File: src/rtl/col_fetch_scheduler.sv
// Row-command fetch scheduler: issues one read per column, tracks beat counts, tags last beats.
// Optional COL_FETCH_STATS_EN adds stat_rows / stat_stall counters.
module col_fetch_scheduler #(
  parameter int COL_COUNT       = 3,
  parameter int ADDR_WIDTH      = 32,
  parameter int LEN_WIDTH       = 16,
  parameter int MEMORY_WIDTH    = 512,
  parameter int MAX_OUTSTANDING = 4
) (
  input  logic                            clk,
  input  logic                            rst,
  input  logic [COL_COUNT*ADDR_WIDTH-1:0] cmd_addr,
  input  logic [LEN_WIDTH-1:0]            cmd_len,
  input  logic                            cmd_valid,
  output logic                            cmd_ready,
  output logic [ADDR_WIDTH-1:0]           rd_addr,
  output logic [LEN_WIDTH-1:0]            rd_beats,
  output logic                            rd_valid,
  input  logic                            rd_ready,
  input  logic [MEMORY_WIDTH-1:0]         rsp_data,
  input  logic                            rsp_valid,
  output logic                            rsp_ready,
  output logic [MEMORY_WIDTH-1:0]         out_data,
  output logic                            out_last,
  output logic                            out_valid,
  input  logic                            out_ready,
  input  logic                            row_done,
  output logic                            busy
`ifdef COL_FETCH_STATS_EN
  ,
  output logic [31:0]                     stat_rows,
  output logic [31:0]                     stat_stall
`endif
);
  localparam int BYTES = MEMORY_WIDTH / 8;
  localparam int DEPTH = COL_COUNT * MAX_OUTSTANDING;
  localparam int PW    = (DEPTH > 1) ? $clog2(DEPTH) : 1;
  localparam int CNTW  = $clog2(DEPTH + 1);
  localparam int CW    = (COL_COUNT > 1) ? $clog2(COL_COUNT) : 1;
  localparam int OW    = $clog2(MAX_OUTSTANDING + 1);
  localparam logic [LEN_WIDTH-1:0] BYTES_L = LEN_WIDTH'(BYTES);

  typedef enum logic {IDLE, ISSUE} state_t;
  state_t state, state_nxt;

  logic [COL_COUNT-1:0][ADDR_WIDTH-1:0] addr_q;
  logic [LEN_WIDTH-1:0]                 beats_q, beats_calc, head, beat_cnt;
  logic [CW-1:0]                        col_idx;
  logic [OW-1:0]                        outstanding;
  logic [LEN_WIDTH-1:0]                 fifo_mem [DEPTH];
  logic [PW-1:0]                        wr_ptr, rd_ptr;
  logic [CNTW-1:0]                      fifo_cnt;
  logic accept, rd_fire, out_fire, pop, fifo_empty, credit_ret, last_col;

  assign beats_calc = cmd_len / BYTES_L + LEN_WIDTH'(cmd_len % BYTES_L != '0);
  assign last_col   = (col_idx == CW'(COL_COUNT - 1));
  assign accept     = cmd_valid & cmd_ready & (cmd_len != '0);
  assign rd_fire    = rd_valid & rd_ready;
  assign credit_ret = row_done & (outstanding != '0);
  assign rd_addr    = addr_q[col_idx];
  assign rd_beats   = beats_q;
  assign busy       = (state != IDLE) | (outstanding != '0);

  always_ff @(posedge clk) begin
    if (rst) state <= IDLE;
    else     state <= state_nxt;
  end

  always_comb begin
    state_nxt = state;
    cmd_ready = 1'b0;
    rd_valid  = 1'b0;
    case (state)
      IDLE: begin
        cmd_ready = (outstanding < OW'(MAX_OUTSTANDING));
        if (cmd_valid && cmd_ready && cmd_len != '0) state_nxt = ISSUE;
      end
      ISSUE: begin
        rd_valid = 1'b1;
        if (rd_ready && last_col) state_nxt = IDLE;
      end
      default: state_nxt = IDLE;
    endcase
  end

  // command registers and beat FIFO storage need no reset
  always_ff @(posedge clk) begin
    if (accept) begin
      addr_q  <= cmd_addr;
      beats_q <= beats_calc;
    end
    if (rd_fire) fifo_mem[wr_ptr] <= rd_beats;
  end

  always_ff @(posedge clk) begin
    if (rst) begin
      col_idx     <= '0;
      outstanding <= '0;
      wr_ptr      <= '0;
      rd_ptr      <= '0;
      fifo_cnt    <= '0;
      beat_cnt    <= '0;
    end else begin
      if (accept)       col_idx <= '0;
      else if (rd_fire) col_idx <= last_col ? '0 : col_idx + 1'b1;
      if (accept && !credit_ret)      outstanding <= outstanding + 1'b1;
      else if (!accept && credit_ret) outstanding <= outstanding - 1'b1;
      if (rd_fire) wr_ptr <= (wr_ptr == PW'(DEPTH - 1)) ? '0 : wr_ptr + 1'b1;
      if (pop)     rd_ptr <= (rd_ptr == PW'(DEPTH - 1)) ? '0 : rd_ptr + 1'b1;
      fifo_cnt <= fifo_cnt + CNTW'(rd_fire) - CNTW'(pop);
      if (pop)           beat_cnt <= '0;
      else if (out_fire) beat_cnt <= beat_cnt + 1'b1;
    end
  end

  // responses stall whenever no issued request is pending in the FIFO
  assign fifo_empty = (fifo_cnt == '0);
  assign head       = fifo_mem[rd_ptr];
  assign out_data   = rsp_data;
  assign out_valid  = rsp_valid & ~fifo_empty;
  assign rsp_ready  = out_ready & ~fifo_empty;
  assign out_last   = ~fifo_empty & (beat_cnt == head - 1'b1);
  assign out_fire   = out_valid & out_ready;
  assign pop        = out_fire & out_last;

`ifdef COL_FETCH_STATS_EN
  always_ff @(posedge clk) begin
    if (rst) begin
      stat_rows  <= '0;
      stat_stall <= '0;
    end else begin
      if (accept)                 stat_rows  <= stat_rows + 1'b1;
      if (cmd_valid && !cmd_ready) stat_stall <= stat_stall + 1'b1;
    end
  end
`endif
endmodule

File: config.mk
export PLATFORM = sky130hd
export DESIGN_NAME = col_fetch_scheduler
export DESIGN_NICKNAME = d
export VERILOG_FILES = /design/src/rtl/col_fetch_scheduler.sv
export SDC_FILE = /design/constraint.sdc
export NUM_CORES = 1
export LEC_CHECK = 0
export BUFFER_PORTS_ARGS = -buffer_cell sky130_fd_sc_hd__buf_2
export CAP_MARGIN = 15
export CORE_AREA = 2 2 462 464
export DETAILED_ROUTE_END_ITERATION = 7
export DIE_AREA = 0 0 464 466
export REMOVE_ABC_BUFFERS = 1
export SETUP_SLACK_MARGIN = 0.05
export SLEW_MARGIN = 20
export SYNTH_ARGS = -nofsm -noshare
export SYNTH_HDL_FRONTEND = slang
export SYNTH_SLANG_ARGS = --single-unit
File: constraint.sdc
create_clock -name clk -period 6 [get_ports clk]
set_clock_uncertainty 0.2 [all_clocks]
set_input_delay 0.6 -clock clk [delete_from_list [all_inputs] [get_ports clk]]
set_output_delay 0.6 -clock clk [all_outputs]
set_load 0.01 [all_outputs]
### Word level (Yosys, flattened, before mapping)

Memories as Yosys holds them, arrays and structs flattened. A register that Yosys moved wholly into a read port is not among the register bits.
Index checks and enable logic that the tools add are counted.

| word-level totals | value |
|---|---|
| memory bits (writable) | 192 |
| input port bits | 631 |
| bits in registers | 146 |
| output and inout bits | 566 |
| memories kept | 1 |
| logic and storage cells | 70 |

| cells by class | value |
|---|---|
| bitwise operators | 12 |
| eq/ne operators | 4 |
| reductions and logical operators | 14 |
| mux-type cells | 16 |
| $lt $le $gt $ge | 2 |
| add/sub/neg operators | 10 |

Memories:

| memory | words | width | rd ports | clocked after Yosys merged registers in | wr ports | line | text |
|---|---|---|---|---|---|---|---|
| fifo_mem | 12 | 16 | 1 | 1 | 1 | 50 | `logic [LEN_WIDTH-1:0] fifo_mem [DEPTH];` |

Operator list:

| operator | count |
|---|---|
| 32-bit binary-select mux with 2-bit select | 1 |
| 32-bit two-way mux | 1 |
| 16-bit nonzero test | 2 |
| 16-bit by 1-bit adder with 16-bit output, second input constant | 1 |
| 16-bit equality test | 1 |
| 4-bit two-way mux | 4 |
| 16-bit by 1-bit subtractor with 16-bit output, second input constant | 1 |
| 10-bit by 1-bit adder with 11-bit output | 1 |
| 1-bit bitwise AND | 9 |
| 4-bit by 1-bit adder with 4-bit output, second input constant | 2 |
| 4-bit equality test, second input constant | 2 |
| 1-bit two-way mux | 6 |
| 3-bit two-way mux | 2 |
| 1-bit logical AND | 5 |
| 4-bit by 1-bit adder with 4-bit output | 1 |
| 4-bit logical NOT | 1 |
| 2-bit OR reduction | 2 |
| 4-bit by 1-bit subtractor with 4-bit output | 1 |
| 3-bit by 1-bit adder with 3-bit output, second input constant | 1 |
| 2-bit by 3-bit < comparator with 1-bit output, second input constant | 1 |
| 3-bit < comparator, second input constant | 1 |
| 3-bit nonzero test | 1 |
| 3-bit by 1-bit subtractor with 3-bit output, second input constant | 1 |
| 2-bit by 1-bit adder with 2-bit output, second input constant | 1 |
| other kinds (7) | 9 |

### Logic depth before layout (Yosys ltp)

| depth | value |
|---|---|
| word-level depth | 8 |
| mapped depth | 19 |
| gate-level depth less buffers | 16 |

### Least setup slack after synthesis

Ideal clock, no wire load.

| path | value |
|---|---|
| path type | input -> register |
| from | in cmd_len[2] |
| to | reg outstanding[2] |
| data arrival time | 4.426 ns |
| stages | 10 |
| slack | 1.304 ns |
| cells stage by stage | nor4_1 > nand2_1 > o211ai_1 > inv_1 > ha_1 > inv_1 > fa_1 > xor2_1 > or3_1 > a21oi_1 |

| on the way | value |
|---|---|
| word-level cells in the longest chain between the ends | 5 |
| elaborated cells on any way between the ends | 7 |
| those cells by class | 1 x mux; 1 x bitwise; 5 x reduce/logical |

RTL lines:

| item | line | text |
|---|---|---|
| from (decl) | 13 | `input logic [LEN_WIDTH-1:0] cmd_len,` |
| 16-bit nonzero test * | 57 | `assign accept = cmd_valid & cmd_ready & (cmd_len != '0);` |
| 1-bit bitwise AND * | 57 |  |
| named net accept | 53 | `logic accept, rd_fire, out_fire, pop, fifo_empty, credit_ret, last_col;` |
| 1-bit logical NOT | 107 | `else if (!accept && credit_ret) outstanding <= outstanding - 1'b1;` |
| 1-bit logical AND | 107 |  |
| 2-bit nonzero test (no line) | -- |  |
| to (signal assigned) | 106 | `if (accept && !credit_ret) outstanding <= outstanding + 1'b1;` |
| to (signal assigned) | 107 |  |
| to (decl) | 49 | `logic [OW-1:0] outstanding;` |

The timed path passes the listed nets; every way through them passes the cells marked *.
A chain may end at the register's enable or synchronous reset.

==> flow_metrics.py <==
metrics = {
    "floorplanning": {
        "core.rowCount": 169,
        "core_area_um2": 211000,
        "dieArea_um2": 216000,
        "dieWidth_um": 464,
        "initial_utilization_pct": 7.35,
        "die_y_um": 466,
        "ioPinCount": 1197,
    },
    "drt": {
        "drtIter0Drc": 1218,
        "drt-wirelength-per-cell_um": 81.7,
        "ant_nets": 0,
        "dr.pass1.iters": 5,
        "post-route-drc-count": 0,
        "wl_um": 320000,
        "via_per_inst": 2.81,
        "num_vias": 11000,
    },
    "yosys": {
        "async_flop_share_pct": 0,
        "yosys.area.top_type_share_pct": 46.2,
        "synthTopCellsByArea": "edfxtp_1, buf_4, mux2i_1, dfxtp_1, nand2_1",
        "syn_area_um2": 15500,
        "ys_warn_count": 0,
        "ys.flop_type": "edfxtp_1",
        "synth_cell_types": 69,
        "synth_seq_cells": 277,
        "netlist_instances": 1306,
        "avgSynthCellArea_um2": 11.9,
        "synth-edff-count": 239,
        "yosysTopAreaCell": "edfxtp_1",
        "synth-seq-area-share_pct": 51.1,
    },
    "setup_path": {
        "rr_endpoint": "fifo_cnt[2]",
        "crit_path_max_fanout": 11,
        "rrSetupSlack_ns": 0.75,
        "crit_path_max_incr_delay_ns": 0.69,
        "path_delay_family": "compound AO/OA/AOI/OAI gates",
        "crit_required_ns": 5.20,
        "path_buf_inv": 1,
        "critical_path_cell_count": 10,
        "cp_slowest_cell": "dfxtp_1",
        "rr_worst_depth": 15,
        "critical_path_class": "flip-flop to primary output",
        "critPathCapture": "out_last",
        "start_kind": "flip-flop",
        "path_cells": "nor2b_1, a22oi_1, a31oi_2, ha_1, xnor3_1, nand4_1, a211o_1, a211o_4, nor4b_1, buf_2",
        "worstSetupEndpointType": "primary output",
        "worstPathArrival_ns": 4.73,
    },
    "cts": {
        "cts_root_buffer": "clkbuf_16",
        "ctsHtreeMaxLevel": 1,
        "post_cts_resized": 0,
        "clock-sinks": 277,
        "cts_tree": "yes",
        "cts_made_buffers": 31,
        "worst_skew_pair.late_latency_ns": 0.61,
        "clk_pin_slew_worst_paths_ns": 0.06,
        "clock_path_buffers": 3,
    },
    "place": {
        "io_buffer_count": 167,
        "place_ws_ns": 0.834,
        "gp_congestion": 1.45,
        "post-dp-hpwl_um": 308000,
    },
    "pwr": {
        "finalPower_mw": 4.90,
        "swShare_pct": 25.1,
        "p_switching_mw": 1.23,
        "p_per_area_nw_per_um2": 273,
        "leakagePower_nw": 5.16,
        "p_seq_share_pct": 48.3,
        "combPwrFrac_pct": 11.2,
        "internal_power_mw": 3.67,
        "ir_drop_mv": 0.235,
        "clkPwrFrac_pct": 40.5,
    },
    "global_routing": {
        "grt_pass1_vias": 9536,
        "antenna_found_initial": 3,
        "top_usage_layer": "met2",
        "grt_max_degree": 69,
        "grt_use_total_pct": 28.6,
        "grt-ovfl-total": 0,
        "use_met2_pct": 48.7,
        "grt_util_met3_pct": 45.4,
        "grt_pass1_wl_um": 341000,
        "grt.met1_usage_pct": 5.16,
    },
    "final_layout": {
        "final_nets": 1715,
        "layout-drive-gt1-share_pct": 23.6,
        "area_growth_pct": 15.8,
    },
    "sta": {
        "slew_violations": 0,
        "setup_ws_ns": 0.466,
        "maxSlewHeadroom_pct": 36.1,
        "fin_crit_sh_pct": 92.2,
        "period_minus_slack_ns": 5.53,
        "fmax_mhz": 181,
        "final-hold-violation-count": 0,
        "setup_violations": 0,
        "tns_ns": 0,
        "rsz0062_at_grt": "false",
        "tightest_slew_ns": 0.959,
    },
    "worst_hold_path": {
        "worst_hold_path_type": "input port to flip-flop",
    },
    "run": {
        "cap_violations": 0,
    },
    "status": {
        "outcome": "finished, final reports clean",
    },
}
cell usage after synthesis, types with 4 or more instances:
cell      instances
o21ai_0          37
nor2b_1           5
or4_1             4
dfxtp_1          38
xor2_1           14
and2_1           15
o22ai_1           7
nor2_1           38
a22oi_1          15
o31ai_1           7
mux4_2            7
nand2_1          56
xnor2_1          23
nand3_1          20
clkbuf_1         15
buf_6             8
nor4_1            4
a31oi_1           5
buf_2             5
a21oi_1          14
buf_4           518
nand4_1           6
nor3_1           12
buf_1             5
ha_1             15
mux2i_1          88
nor3b_1           5
edfxtp_1        239
and3_1            7
inv_1            15
tightest hold or removal path, cell delays in order:
cell and delay [ns]:
buf_2 0.13, nand3_1 0.08, a21oi_1 0.05
state kept, by name, indices dropped and copies added (netlist names), named ones only:
| name | flops |
|---|---|
| fifo_mem | 132 |
| addr_q | 96 |
| beat_cnt | 16 |
| rd_beats | 11 |
| fifo_cnt | 4 |
| rd_ptr | 4 |
| wr_ptr | 4 |
| outstanding | 3 |
| col_idx | 2 |
| state | 1 |
cell families after synthesis:
kind of cell	count (synthesis)	share of synthesized area, %
AOI/OAI and AO/OA	117	5.24
xor gates and xnor gates	39	2.38
adders and majority gates	17	1.47
buffers and inverters	569	26.7
DFF	277	51.1
muxes	96	6.76
other	1	0.0241
and+or+nand+nor	190	6.32
timing repair:
| item | CTS | global route |
|---|---|---|
| setup buffers | 0 | 0 |
| hold endpoints to repair | 96 | 0 |
| endpoints found under the setup margin | 0 | 0 |
| hold buffers | 96 | 0 |
power groups by stage:
stage / Sequential (mW) / Clock, mW / Combinational (mW)
6_report: 2.37 / 1.98 / 0.550
5_1_grt: 2.38 / 2.11 / 0.600
4_1_cts: 2.37 / 2.04 / 0.563
3_5_place_dp: 2.41 / 0 / 0.512
3_3_place_gp: 2.40 / 0 / 0.499
2_1_floorplan: 2.40 / 0 / 0.228
cell usage in the layout, fill, tap and decap left out, types with 5 or more instances in the layout:
| master | n |
|---|---|
| a21oi_1 | 14 |
| a22oi_1 | 15 |
| a31oi_1 | 5 |
| and2_1 | 15 |
| and3_1 | 7 |
| buf_2 | 167 |
| buf_4 | 13 |
| clkbuf_1 | 5 |
| clkbuf_16 | 31 |
| clkinvlp_4 | 6 |
| conb_1 | 5 |
| dfxtp_1 | 36 |
| dlygate4sd3_1 | 96 |
| edfxtp_1 | 239 |
| ha_1 | 15 |
| inv_1 | 14 |
| mux2i_1 | 88 |
| mux4_2 | 7 |
| nand2_1 | 56 |
| nand3_1 | 20 |
| nand4_1 | 6 |
| nor2_1 | 38 |
| nor3_1 | 12 |
| nor3b_1 | 5 |
| o21ai_0 | 35 |
| o22ai_1 | 7 |
| o31ai_1 | 7 |
| xnor2_1 | 23 |
| xor2_1 | 14 |
per-layer routing:
metal	share of wire [%]	vias to the layer above	wire (µm)
met3	33	309	107000
met1	7.1	4666	22600
li1	-	3563	-
met2	48	2363	153000
met4	10	76	32200
met5	1.4	-	4580
worst min path at each step:
stage / slack (ns) / end / cells after the start / start
CTS: 0.02 / wr_ptr[1] / 3 / rd_ready
global placement: 0.29 / outstanding[2] / 2 / outstanding[2]
global route: 0.05 / wr_ptr[1] / 3 / rd_ready
finish: 0.09 / wr_ptr[1] / 3 / rd_ready
floorplan: 0.27 / outstanding[2] / 2 / outstanding[2]
detailed placement: 0.31 / outstanding[2] / 2 / outstanding[2]
metrics by stage:
step	util, %	std cells	hold slack, ns	area, µm²
2_1_floorplan	-	757	0.266	11500
3_3_place_gp	7.55	3759	0.288	16000
3_5_place_dp	7.55	3759	0.312	16000
4_1_cts	8.51	3912	0.0209	18000
5_1_grt	8.51	3913	0.0500	18000
6_report	8.51	3913	0.0928	18000
final cells by class:
class | instances | area (µm²)
flip-flops and latches | 277 | 7940
inverters | 16 | 62.6
clock inverters | 17 | 213
repair buffers | 277 | 1910
clock buffers | 40 | 850
multi-input cells | 464 | 3470
diodes | 1 | 2.50
fillers | 24300 | 193000
well taps | 2821 | 3530
Note: power is estimated with default switching activity, not from simulation.
